## src/rtl/fc_layer_link_if.sv

```systemverilog
// Producer/consumer link bundle for fc_layer_link: element handshake,
// busy chaining and the consumer input-buffer write port.
interface fc_layer_link_if #(
  parameter int datatype_size = 4,
  parameter int addr_width    = 9
);
  logic                     i_valid;
  logic [datatype_size-1:0] i_data;
  logic                     o_ready;
  logic                     o_busy;
  logic                     i_next_busy;
  logic                     o_ibuf_we;
  logic [datatype_size-1:0] o_ibuf_wr_data;
  logic [addr_width-1:0]    o_ibuf_addr;
  logic                     o_start;
  logic [15:0]              o_frame_cnt;

  // Environment side: producer plus consumer status.
  modport master (
    output i_valid, i_data, i_next_busy,
    input  o_ready, o_busy, o_ibuf_we, o_ibuf_wr_data, o_ibuf_addr,
           o_start, o_frame_cnt
  );

  // Link side.
  modport slave (
    input  i_valid, i_data, i_next_busy,
    output o_ready, o_busy, o_ibuf_we, o_ibuf_wr_data, o_ibuf_addr,
           o_start, o_frame_cnt
  );
endinterface

```

## src/rtl/fc_layer_link.sv

```systemverilog
// Streams one frame of activations from a producer layer into the consumer's
// input buffer, then kicks the consumer with a single start pulse.
//
// state | meaning
// FILL  | accepting elements into the consumer input buffer
// WAIT  | frame complete, waiting for the consumer to go idle
// START | o_start high for this one cycle, frame counted
// ACK   | waiting for the consumer to report busy before refilling
module fc_layer_link #(
  parameter int datatype_size = 4,
  parameter int transfer_size = 500,
  parameter int addr_width    = $clog2(transfer_size)
) (
  input  logic                 clk,
  input  logic                 rst,
  fc_layer_link_if.slave       bus
);

  typedef enum logic [1:0] {FILL, WAIT, START, ACK} state_t;

  localparam logic [addr_width-1:0] last_addr = addr_width'(transfer_size - 1);

  state_t                   state;
  logic [addr_width-1:0]    ptr;
  logic                     ibuf_we;
  logic [datatype_size-1:0] ibuf_wr_data;
  logic [addr_width-1:0]    ibuf_addr;
  logic                     start;
  logic [15:0]              frame_cnt;
  logic                     accept;

  // Ready only while filling and the consumer is idle; held low during reset.
  assign bus.o_ready = (state == FILL) && !bus.i_next_busy && !rst;
  assign accept      = bus.i_valid && bus.o_ready;

  // In FILL the link is transparent to the consumer's busy so the producer
  // sees back-pressure; once a frame is complete the link itself is busy.
  assign bus.o_busy  = (state == FILL) ? bus.i_next_busy : 1'b1;

  assign bus.o_ibuf_we      = ibuf_we;
  assign bus.o_ibuf_wr_data = ibuf_wr_data;
  assign bus.o_ibuf_addr    = ibuf_addr;
  assign bus.o_start        = start;
  assign bus.o_frame_cnt    = frame_cnt;

  // Frame sequencer with registered write port, start pulse and frame count.
  always_ff @(posedge clk) begin
    if (rst) begin
      state        <= FILL;
      ptr          <= '0;
      ibuf_we      <= 1'b0;
      ibuf_wr_data <= '0;
      ibuf_addr    <= '0;
      start        <= 1'b0;
      frame_cnt    <= '0;
    end else begin
      ibuf_we <= 1'b0;
      start   <= 1'b0;
      case (state)
        FILL: begin
          if (accept) begin
            ibuf_we      <= 1'b1;
            ibuf_wr_data <= bus.i_data;
            ibuf_addr    <= ptr;
            if (ptr == last_addr) begin
              ptr   <= '0;
              state <= WAIT;
            end else begin
              ptr <= ptr + addr_width'(1);
            end
          end
        end
        WAIT: begin
          // Pulse and count are registered on entry so START is the pulse cycle,
          // giving o_start two cycles after the last accept.
          if (!bus.i_next_busy) begin
            start     <= 1'b1;
            frame_cnt <= frame_cnt + 16'd1;
            state     <= START;
          end
        end
        START: begin
          state <= ACK;
        end
        ACK: begin
          if (bus.i_next_busy) begin
            state <= FILL;
          end
        end
        default: begin
          state <= FILL;
        end
      endcase
    end
  end

endmodule
```

## src/flat_wrapper.sv

```systemverilog
// flat-port wrapper written by rule: the top's interface ports become plain ports
module fc_layer_link_flat 
#(
  parameter int datatype_size = 4,
  parameter int transfer_size = 500,
  parameter int addr_width    = $clog2(transfer_size)
)
  (clk, rst, bus_i_valid, bus_i_data, bus_i_next_busy, bus_o_ready, bus_o_busy, bus_o_ibuf_we, bus_o_ibuf_wr_data, bus_o_ibuf_addr, bus_o_start, bus_o_frame_cnt);
  fc_layer_link_if #(.datatype_size(datatype_size), .addr_width(addr_width)) bus_i ();
  input  logic clk;
  input  logic rst;
  input wire logic [$bits(bus_i.i_valid)-1:0] bus_i_valid;
  input wire logic [$bits(bus_i.i_data)-1:0] bus_i_data;
  input wire logic [$bits(bus_i.i_next_busy)-1:0] bus_i_next_busy;
  output wire logic [$bits(bus_i.o_ready)-1:0] bus_o_ready;
  output wire logic [$bits(bus_i.o_busy)-1:0] bus_o_busy;
  output wire logic [$bits(bus_i.o_ibuf_we)-1:0] bus_o_ibuf_we;
  output wire logic [$bits(bus_i.o_ibuf_wr_data)-1:0] bus_o_ibuf_wr_data;
  output wire logic [$bits(bus_i.o_ibuf_addr)-1:0] bus_o_ibuf_addr;
  output wire logic [$bits(bus_i.o_start)-1:0] bus_o_start;
  output wire logic [$bits(bus_i.o_frame_cnt)-1:0] bus_o_frame_cnt;
  assign bus_i.i_valid = bus_i_valid;
  assign bus_i.i_data = bus_i_data;
  assign bus_i.i_next_busy = bus_i_next_busy;
  assign bus_o_ready = bus_i.o_ready;
  assign bus_o_busy = bus_i.o_busy;
  assign bus_o_ibuf_we = bus_i.o_ibuf_we;
  assign bus_o_ibuf_wr_data = bus_i.o_ibuf_wr_data;
  assign bus_o_ibuf_addr = bus_i.o_ibuf_addr;
  assign bus_o_start = bus_i.o_start;
  assign bus_o_frame_cnt = bus_i.o_frame_cnt;
  fc_layer_link #(.datatype_size(datatype_size), .transfer_size(transfer_size), .addr_width(addr_width)) u_core (.clk(clk), .rst(rst), .bus(bus_i));
endmodule
```

## config.mk

```make
export PLATFORM = sky130hd
export DESIGN_NAME = fc_layer_link_flat
export DESIGN_NICKNAME = d
export VERILOG_FILES = /design/src/rtl/fc_layer_link_if.sv /design/src/rtl/fc_layer_link.sv /design/src/flat_wrapper.sv
export SDC_FILE = /design/constraint.sdc
export NUM_CORES = 1
export LEC_CHECK = 0
export CAP_MARGIN = 20
export CORE_MARGIN = 2
export CORE_UTILIZATION = 45
export DETAILED_ROUTE_END_ITERATION = 7
export PLACE_DENSITY_LB_ADDON = 0.08
export SLEW_MARGIN = 0
export SYNTH_ARGS = -nofsm -noshare
export SYNTH_HDL_FRONTEND = slang
export SYNTH_SLANG_ARGS = --single-unit
```

## constraint.sdc

```tcl
create_clock -name clk -period 3.5 [get_ports clk]
set_input_delay 0.35 -clock clk [delete_from_list [all_inputs] [get_ports clk]]
set_output_delay 0.35 -clock clk [all_outputs]
set_load 0.02 [all_outputs]
```

# Word-level counts from Yosys, hierarchy flattened

Index checks and enable logic that the tools add are counted.

Register bits after elaboration: 42
Input port bits: 8

Multiplexer cells: 9
Reduce and logical (&&, ||, !) cells: 11
Eq/ne operators: 8
Add/sub/neg operators: 2
Bitwise operators: 3

Operator list:

| operator                | number |
|---|---|
| $add A16 B1 Y16 const B | 1 |
| $add A9 B1 Y9 const B   | 1 |
| $eq A9 B9 Y1 const B    | 1 |
| $mux W9                 | 1 |
| $mux W2                 | 4 |
| $pmux W2 S4             | 1 |
| $ne A2 B2 Y1 const B    | 3 |
| $eq A2 B2 Y1 const B    | 2 |
| $reduce_and A2 Y1       | 2 |
| $reduce_and A4 Y1       | 1 |
| $reduce_or A2 Y1        | 2 |
| $logic_and A1 B1 Y1     | 3 |
| $mux W1                 | 3 |
| $not A1 Y1              | 3 |
| $eq A2 B1 Y1 const B    | 1 |
| $logic_not A1 Y1        | 2 |
| $logic_not A2 Y1        | 1 |
| $ne A2 B1 Y1 const B    | 1 |

# Longest topological paths before layout

Gate-level depths: netlist of the first run.

Word-level depth: 6
Mapped depth: 7
Mapped depth without buffers: 7

# Worst setup path after synthesis of the first run

OpenSTA, ideal clock, no wires.

Path type: register -> register
Start point: register u_core.state[1]
End point: register u_core.frame_cnt[15], in the netlist u_core.bus.o_frame_cnt[15]
Required time: 3,430 ps
Path buffers: 0
Stages on the path, launching flop included: 7
Setup slack: 1,867 ps
Data arrival time: 1,562 ps
Path through: dfxtp_1 -> inv_1 -> ha_1 -> and4b_1 -> nand2_1 -> or4_1 -> a21oi_1

Longest elaborated chain between the ends: 2

RTL lines:

| what                        | RTL line            | RTL |
|---|---|---|
| start, declared             | fc_layer_link.sv:23 | `state_t state;` |
| start signal, assigned      | fc_layer_link.sv:49 | `state <= FILL;` |
| start signal, assigned      | fc_layer_link.sv:67 | `state <= WAIT;` |
| start signal, assigned      | fc_layer_link.sv:79 | `state <= START;` |
| $eq A2 B1 Y1                | fc_layer_link.sv:59 | `case (state)` |
| $reduce_and A2 Y1 (no line) | -                   |  |
| end signal, assigned        | fc_layer_link.sv:78 | `frame_cnt <= frame_cnt + 16'd1;` |
| end, declared               | fc_layer_link.sv:29 | `logic [15:0] frame_cnt;` |

Every way passes these cells.
A chain may end at the register's enable or synchronous reset.

# Final worst setup path of the first run

Start point: register u_core.state[0]
End point: register u_core.state[0]

Longest elaborated chain between the ends: 6
Elaborated cells on any way between the ends: 13

RTL lines:

| what                             | RTL line                                 | RTL |
|---|---|---|
| $logic_not A2 Y1                 | fc_layer_link.sv:33, fc_layer_link.sv:59 |  |
| $logic_and A1 B1 Y1 (2 in a row) | fc_layer_link.sv:33                      | `assign bus.o_ready = (state == FILL) && !bus.i_next_busy && !rst;` |
| $logic_and A1 B1 Y1              | fc_layer_link.sv:34                      | `assign accept = bus.i_valid && bus.o_ready;` |
| $ne A2 B1 Y1 (no line)           | -                                        |  |
| $reduce_and A4 Y1 (no line)      | -                                        |  |

Several ways; a longest one is shown, not always the timed one.

==> metrics.txt, run 1 <==
# IOs=41; initial antenna violation count=0; Core Rows=23; Clock Power Share=0.319; pin count of the biggest net entering global routing=36; portion of the clock cycle consumed by the worst path in the final layout=0.675; global placement routability congestion=between 0.7 and 0.8; Final Max Tran Viols=0; per-cell via count in the routed design=5.11; syn avg cell area=about 9 µm²; detailed placer's ending HPWL=2470 µm; post-CTS setup buffers=0; headroom to the max-slew limit=0.638; fraction of power spent switching nets=0.270; global-route wire length before repair=5690 µm; series of cell instances along the critical path=inv_1, ha_1, nand4bb_1, inv_2, a41o_1, a21oi_1, a311oi_1; number of warnings issued by yosys=0; Setup crit start kind=register; worst-path fanout max=27; cell family with most CP delay=compound AO/OA/AOI/OAI gates; Psw=between 0.2 and 0.3 mW; leakage component of the power=around 0.84 nW; routed wire length=between 3000 and 4000 µm; Core Box Area=approximately 4000 µm²; clock insertion delay at the later pin of the skew report=roughly 0.30 ns; Max stage delay on crit path=between 0.4 and 0.5 ns; internal power summed over all cells=approximately 0.73 mW; instance count of the mapped netlist=~210; buffer depth of the longest clock path=2; GR Overflow Total=0; clock tree root driver cell=sky130_fd_sc_hd__clkbuf_8; max cap viols=0; worst supply voltage drop on vdd=approximately 330 µV; part of the Yosys area used for sequential elements=0.460; setup repair after global routing missed its margin=false; Die Ht=a little under 70 µm; via total after detailed routing=between 1500 and 2000; synthesis-stage register bit count=42; area of the mapped netlist=~1800 µm²; Port Buf Inserts=40; vias in the first global route=about 1300; area of all placed cells without fillers=roughly 2300 µm²; min cycle time layout=2.36 ns; status=finished clean; routed len/inst=between 10 and 15 µm; Critical Path End Type=register; Die Outline Area=around 4600 µm²; worst-path cell with the longest stage delay=sky130_fd_sc_hd__inv_2; worst setup path category=register to register; ANT nets after route=0; Die W=67.8 µm; ratio of cells with drive above 1 in the final layout=0.0490; area taken by flip-flops and latches=~840 µm²; most frequent cells in the layout=sky130_fd_sc_hd__dfxtp_1, sky130_fd_sc_hd__clkdlybuf4s50_1, sky130_fd_sc_hd__nor2_1, sky130_fd_sc_hd__nand2_1, sky130_fd_sc_hd__o21ai_0; final worst hold slack=around 0.46 ns; Total Routing Usage GR=0.169; type of the worst min-delay path=register to register; slew at the pin closest to its max-slew limit=between 0.5 and 0.6 ns; starting utilization of the core area=0.464; total CTS buffers=5; net count of the finished layout=between 200 and 300; most frequent standard cell in the layout excluding fill and tap cells=sky130_fd_sc_hd__dfxtp_1; final core utilization=0.595; total negative slack for setup checks=0 ns; number of levels in the clock H-tree=2; final number of hold-violating endpoints=0; required time at the endpoint of the critical path=3.71 ns; power share of the sequential group=0.514; signal arrival time at the worst endpoint=around 2.6 ns; power density of the placed cells=427 nW/µm²; synthesis-to-layout area growth=28.3%; setup violation total in the final timing report=0; area occupied by multi-input gates=roughly 920 µm²; Clock Sink Count=42; drt first-iter violations=87; drt first pass iters=4; clock tree from TritonCTS=built; final antenna diode count=0; number of filler cells placed in the layout=358; clock skew after layout=about 0.0042 ns; quantity of gates resized following cts=0; clock input transition at the sequential cells of the worst setup and hold paths=0.08 ns; Post-DP Area=roughly 2300 µm²; combined buffer and inverter count along the critical path=2; relative contribution of combinational cells to total power=0.167; DRC errors left=0; Peak Freq=about 0.42 GHz; CTS Hold Buffers Added=0; net count after synthesis=between 200 and 250; distinct cell type count after synthesis=37
==> flip-flops by register name, indices dropped and copies added (netlist names) <==
signal / cells
u_core.bus.o_start: 1
u_core.state: 2
u_core.bus.o_ibuf_we: 1
u_core.bus.o_ibuf_wr_data: 4
u_core.bus.o_ibuf_addr: 9
u_core.ptr: 9
u_core.bus.o_frame_cnt: 16
==> cell families after synthesis <==
logic type / Yosys count / synth area share
XOR/XNOR: 18 / 0.0862
flip-flops: 42 / 0.460
AND/OR/NAND/NOR: 91 / 0.265
adder cells (fa/ha/maj): 7 / 0.0479
buffers and inverters: 15 / 0.0362
multiplexers: 2 / 0.0109
AO/OA/AOI/OAI: 30 / 0.0944
==> final timing paths <==
kind / startpoint / endpoint / slack (ns) / cells after the start
setup reg to reg: u_core.state[0] / u_core.state[0] / 1.14 / 7
hold reg to reg: u_core.bus.o_ibuf_addr[5] / u_core.bus.o_ibuf_addr[5] / 0.46 / 2
hold / removal: u_core.bus.o_ibuf_addr[5] / u_core.bus.o_ibuf_addr[5] / 0.46 / 2
setup / recovery: u_core.state[0] / u_core.state[0] / 1.14 / 7
==> worst reg2reg max path, stage by stage (launching register included) <==
cell                        delay, ns
sky130_fd_sc_hd__dfxtp_1         0.35
sky130_fd_sc_hd__inv_1           0.11
sky130_fd_sc_hd__ha_1            0.22
sky130_fd_sc_hd__nand4bb_1       0.47
sky130_fd_sc_hd__inv_2           0.50
sky130_fd_sc_hd__a41o_1          0.31
sky130_fd_sc_hd__a21oi_1         0.08
sky130_fd_sc_hd__a311oi_1        0.24
==> power by group through the flow <==
stage / logic, mW / clock network (mW) / registers, mW
2_1_floorplan: 0.0981 / 0 / 0.535
3_3_place_gp: 0.166 / 0 / 0.526
3_5_place_dp: 0.168 / 0 / 0.526
4_1_cts: 0.168 / 0.330 / 0.515
5_1_grt: 0.183 / 0.344 / 0.520
6_report: 0.167 / 0.320 / 0.515
==> Yosys cell counts (all sizes together) <==
library cell / count / area share
nand2b: 11 / 0.038
o31ai: 3 / 0.012
nand2: 22 / 0.049
xor2: 10 / 0.048
or3: 2 / 0.0068
nand3: 7 / 0.019
nand4: 6 / 0.021
a21oi: 9 / 0.025
nor2b: 2 / 0.0068
and2: 2 / 0.0082
a311oi: 1 / 0.0048
inv: 6 / 0.012
nor3b: 1 / 0.0041
a31o: 1 / 0.0048
and4: 3 / 0.014
o21ai: 14 / 0.038
and3: 1 / 0.0034
ha: 7 / 0.048
dfxtp: 42 / 0.46
and4b: 2 / 0.011
a41o: 1 / 0.0055
xnor2: 8 / 0.038
buf: 4 / 0.014
nor2: 22 / 0.045
nand4bb: 1 / 0.0062
nand3b: 2 / 0.0082
or4: 3 / 0.012
nor3: 3 / 0.0082
clkbuf: 5 / 0.010
mux2i: 2 / 0.011
nor4: 1 / 0.0034
a21o: 1 / 0.0041
==> metrics by stage <==
| stage | setup slack (ns) | total power, mW | cells |
|---|---|---|---|
| 2_1_floorplan | 1.87 | 0.634 | 205 |
| 5_1_grt | 0.911 | 1.05 | 295 |
| 3_5_place_dp | 0.840 | 0.695 | 287 |
| 4_1_cts | 1.12 | 1.01 | 295 |
| 6_report | 1.14 | 1.00 | 295 |
| 3_3_place_gp | 0.944 | 0.692 | 287 |
==> cell type report <==
type / instances / share of cell area
Timing Repair Buffer: 41 / 0.174
Clock buffer: 7 / 0.0368
Multi-Input combinational cell: 148 / 0.393
Clock inverter: 1 / 0.00213
Sequential cell: 42 / 0.358
Inverter: 6 / 0.00959
Tap cell: 50 / 0.0267
==> metal layers <==
| layer | share of wire | GRT usage | up-vias |
|---|---|---|---|
| li1 | - | - | 780 |
| met4 | 0.019 | 0.0765 | 0 |
| met5 | 0 | 0 | - |
| met3 | 0.040 | 0.0500 | 7 |
| met1 | 0.48 | 0.192 | 690 |
| met2 | 0.46 | 0.290 | 31 |
(Power assumes the default switching activity.)
==> run 2: changes to the inputs <==
==> constraint.sdc (replaced) <==
create_clock -name clk -period 2.2 [get_ports clk]
set_input_delay 0.22 -clock clk [delete_from_list [all_inputs] [get_ports clk]]
set_output_delay 0.22 -clock clk [all_outputs]
set_load 0.02 [all_outputs]
==> run 2 against run 1 <==
Against the previous run:
- final cell count increased by 1.4%
- worst hold slack about the same
- core utilization increased by 1.5 points
- design area increased by 2.5%
- clock power increased by 92%
- via count increased by 0.33%
- sequential share of layout area decreased by 0.88 points
- critical path type is now register to output pin
- die area unchanged
- power increased by 70%
- non-clock buffer count increased by 5
==> metrics.txt, run 2 (synthesis gave the netlist of run 1 again) <==
status=finished clean; worst-case hold path end point=u_core.bus.o_ibuf_addr[0]; Clock Sink Count=42; Clock Power Share=0.360; number of levels in the clock H-tree=2; detailed placer's ending HPWL=between 2000 and 3000 µm; min cycle time layout=1.94 ns; initial antenna violation count=0; path depth of the worst reg2reg path=6; per-cell via count in the routed design=5.06; final instance count without filler cells=299; area occupied by multi-input gates=slightly above 900 µm²; Total Routing Usage GR=0.177; internal power summed over all cells=~1.3 mW; power share of the sequential group=0.479; DRC errors left=0; register-to-register setup slack=0.39 ns; number of filler cells placed in the layout=~360; signal arrival time at the worst endpoint=1.72 ns; final antenna diode count=0; min-delay src=u_core.bus.o_ibuf_addr[0]; starting utilization of the core area=0.464; Final Max Tran Viols=0; clock insertion delay at the later pin of the skew report=roughly 0.29 ns; flip-flop count of the largest register, all copies and words added=16; max cap viols=0; global placement routability congestion=approximately 0.73; setup violation total in the final timing report=0; drt first-iter violations=48; Peak Freq=slightly above 0.5 GHz; Die Outline Area=about 4600 µm²; portion of the clock cycle consumed by the worst path in the final layout=0.882; leakage component of the power=between 0.8 and 0.9 nW; Hold Crit Depth=2; Overall Power=around 1.7 mW; via total after detailed routing=around 1500; setup repair after global routing missed its margin=false; Core Box Area=approximately 4000 µm²; Setup crit start kind=register; type of the worst min-delay path=register to register; GR Overflow Total=0; Die W=between 60 and 70 µm; buffer depth of the longest clock path=2; routed wire length=between 3000 and 4000 µm; # placed instances=292; drt first pass iters=4; Core Rows=23; ratio of cells with drive above 1 in the final layout=0.0683; Critical Path End Type=output pin; post-CTS setup buffers=0; net count of the finished layout=roughly 260; quantity of gates resized following cts=0; met2 Resource Use GR=0.303; worst supply voltage drop on vdd=between 400 and 500 µV; global-route met3 utilization=0.0550; Critical R2R Launch=u_core.state[1]; headroom to the max-slew limit=0.772; area taken by flip-flops and latches=about 840 µm²; total CTS buffers=5; worst-path cell with the longest stage delay=sky130_fd_sc_hd__clkdlybuf4s50_1; clock input transition at the sequential cells of the worst setup and hold paths=0.08 ns; Port Buf Inserts=40; clock tree from TritonCTS=built; vias in the first global route=roughly 1400; Post-DP Area=roughly 2300 µm²; global-route wire length before repair=roughly 6300 µm; most frequent standard cell in the layout excluding fill and tap cells=sky130_fd_sc_hd__dfxtp_1; synthesis-to-layout area growth=31.5%; Reg-to-Reg End=u_core.bus.o_frame_cnt[15]; pin count of the biggest net entering global routing=23; most utilized layer in the global route result=met2; slew at the pin closest to its max-slew limit=roughly 0.33 ns; power density of the placed cells=approximately 700 nW/µm²; # IOs=41; worst-path fanout max=4; worst setup path category=register to output pin; routed len/inst=approximately 12 µm; clock tree root driver cell=sky130_fd_sc_hd__clkbuf_8; area of all placed cells without fillers=roughly 2400 µm²; required time at the endpoint of the critical path=~2 ns; met1 Resource Use GR=0.212; total negative slack for setup checks=0 ns; most frequent cells in the layout=sky130_fd_sc_hd__dfxtp_1, sky130_fd_sc_hd__clkdlybuf4s50_1, sky130_fd_sc_hd__nor2_1, sky130_fd_sc_hd__nand2_1, sky130_fd_sc_hd__o21ai_0; Psw=around 0.43 mW; Die Ht=67.8 µm; series of cell instances along the critical path=inv_1, ha_1, nand2b_1, nor2_1, clkdlybuf4s50_1; fraction of power spent switching nets=0.250; ANT nets after route=0; final number of hold-violating endpoints=0; Max stage delay on crit path=roughly 0.60 ns; relative contribution of combinational cells to total power=0.161; CTS Hold Buffers Added=0; clock skew after layout=between 0.006 and 0.007 ns
[run 2: cell types whose count changed in the layout (fill, tap and decap cells not counted), sizes merged]
cell	before	now
buf	1	6
bufinv	0	1
clkbuf	7	6
clkinv	1	0
[run 2: through the flow]
step / hold WS, ns / util / worst slack (ns)
3_3_place_gp: 0.446 / 0.582 / 0.276
4_1_cts: 0.460 / 0.610 / 0.238
5_1_grt: 0.501 / 0.610 / 0.0974
6_report: 0.459 / 0.610 / 0.260
2_1_floorplan: 0.329 / - / 0.567
3_5_place_dp: 0.449 / 0.582 / 0.224
[run 2: power groups by stage]
stage	Sequential [mW]	Clock (mW)	Combinational, mW
2_1_floorplan	0.852	0	0.156
3_3_place_gp	0.836	0	0.274
3_5_place_dp	0.836	0	0.280
4_1_cts	0.818	0.627	0.280
5_1_grt	0.826	0.659	0.307
6_report	0.818	0.615	0.275
[run 2: worst max path at each step]
stage / start / endpoint / slack (ns) / depth (start not counted)
global route: u_core.state[1] / bus_o_ready / 0.1 / 5
floorplan: u_core.state[1] / u_core.bus.o_frame_cnt[15] / 0.57 / 6
detailed placement: bus_i_next_busy / u_core.bus.o_frame_cnt[15] / 0.22 / 5
global placement: bus_i_next_busy / u_core.bus.o_frame_cnt[15] / 0.28 / 5
finish: u_core.state[0] / bus_o_ready / 0.26 / 5
CTS: u_core.state[0] / bus_o_ready / 0.24 / 5
[run 2: final cells by class]
| cell class | count | area share |
|---|---|---|
| inverters | 6 | 0.00936 |
| repair buffers | 46 | 0.185 |
| flip-flops and latches | 42 | 0.349 |
| well taps | 50 | 0.0260 |
| multi-input cells | 148 | 0.383 |
| clock buffers | 6 | 0.0343 |
| clock inverters | 1 | 0.0125 |
[run 2: per-layer routing]
| layer | vias to the layer above | share of wire | wire length (µm) |
|---|---|---|---|
| li1 | 792 | - | - |
| met1 | 692 | 0.48 | 1680 |
| met2 | 23 | 0.47 | 1650 |
| met3 | 6 | 0.038 | 132 |
| met4 | 0 | 0.013 | 45 |
| met5 | - | 0 | 0 |
[run 2: worst max-delay path, delay by kind of cell (launching register included)]
family                   cells  cell delay [ns]
adder cells (fa/ha/maj)      1             0.21
buffers and inverters        2             0.71
flip-flops                   1             0.35
AND/OR/NAND/NOR              2             0.16
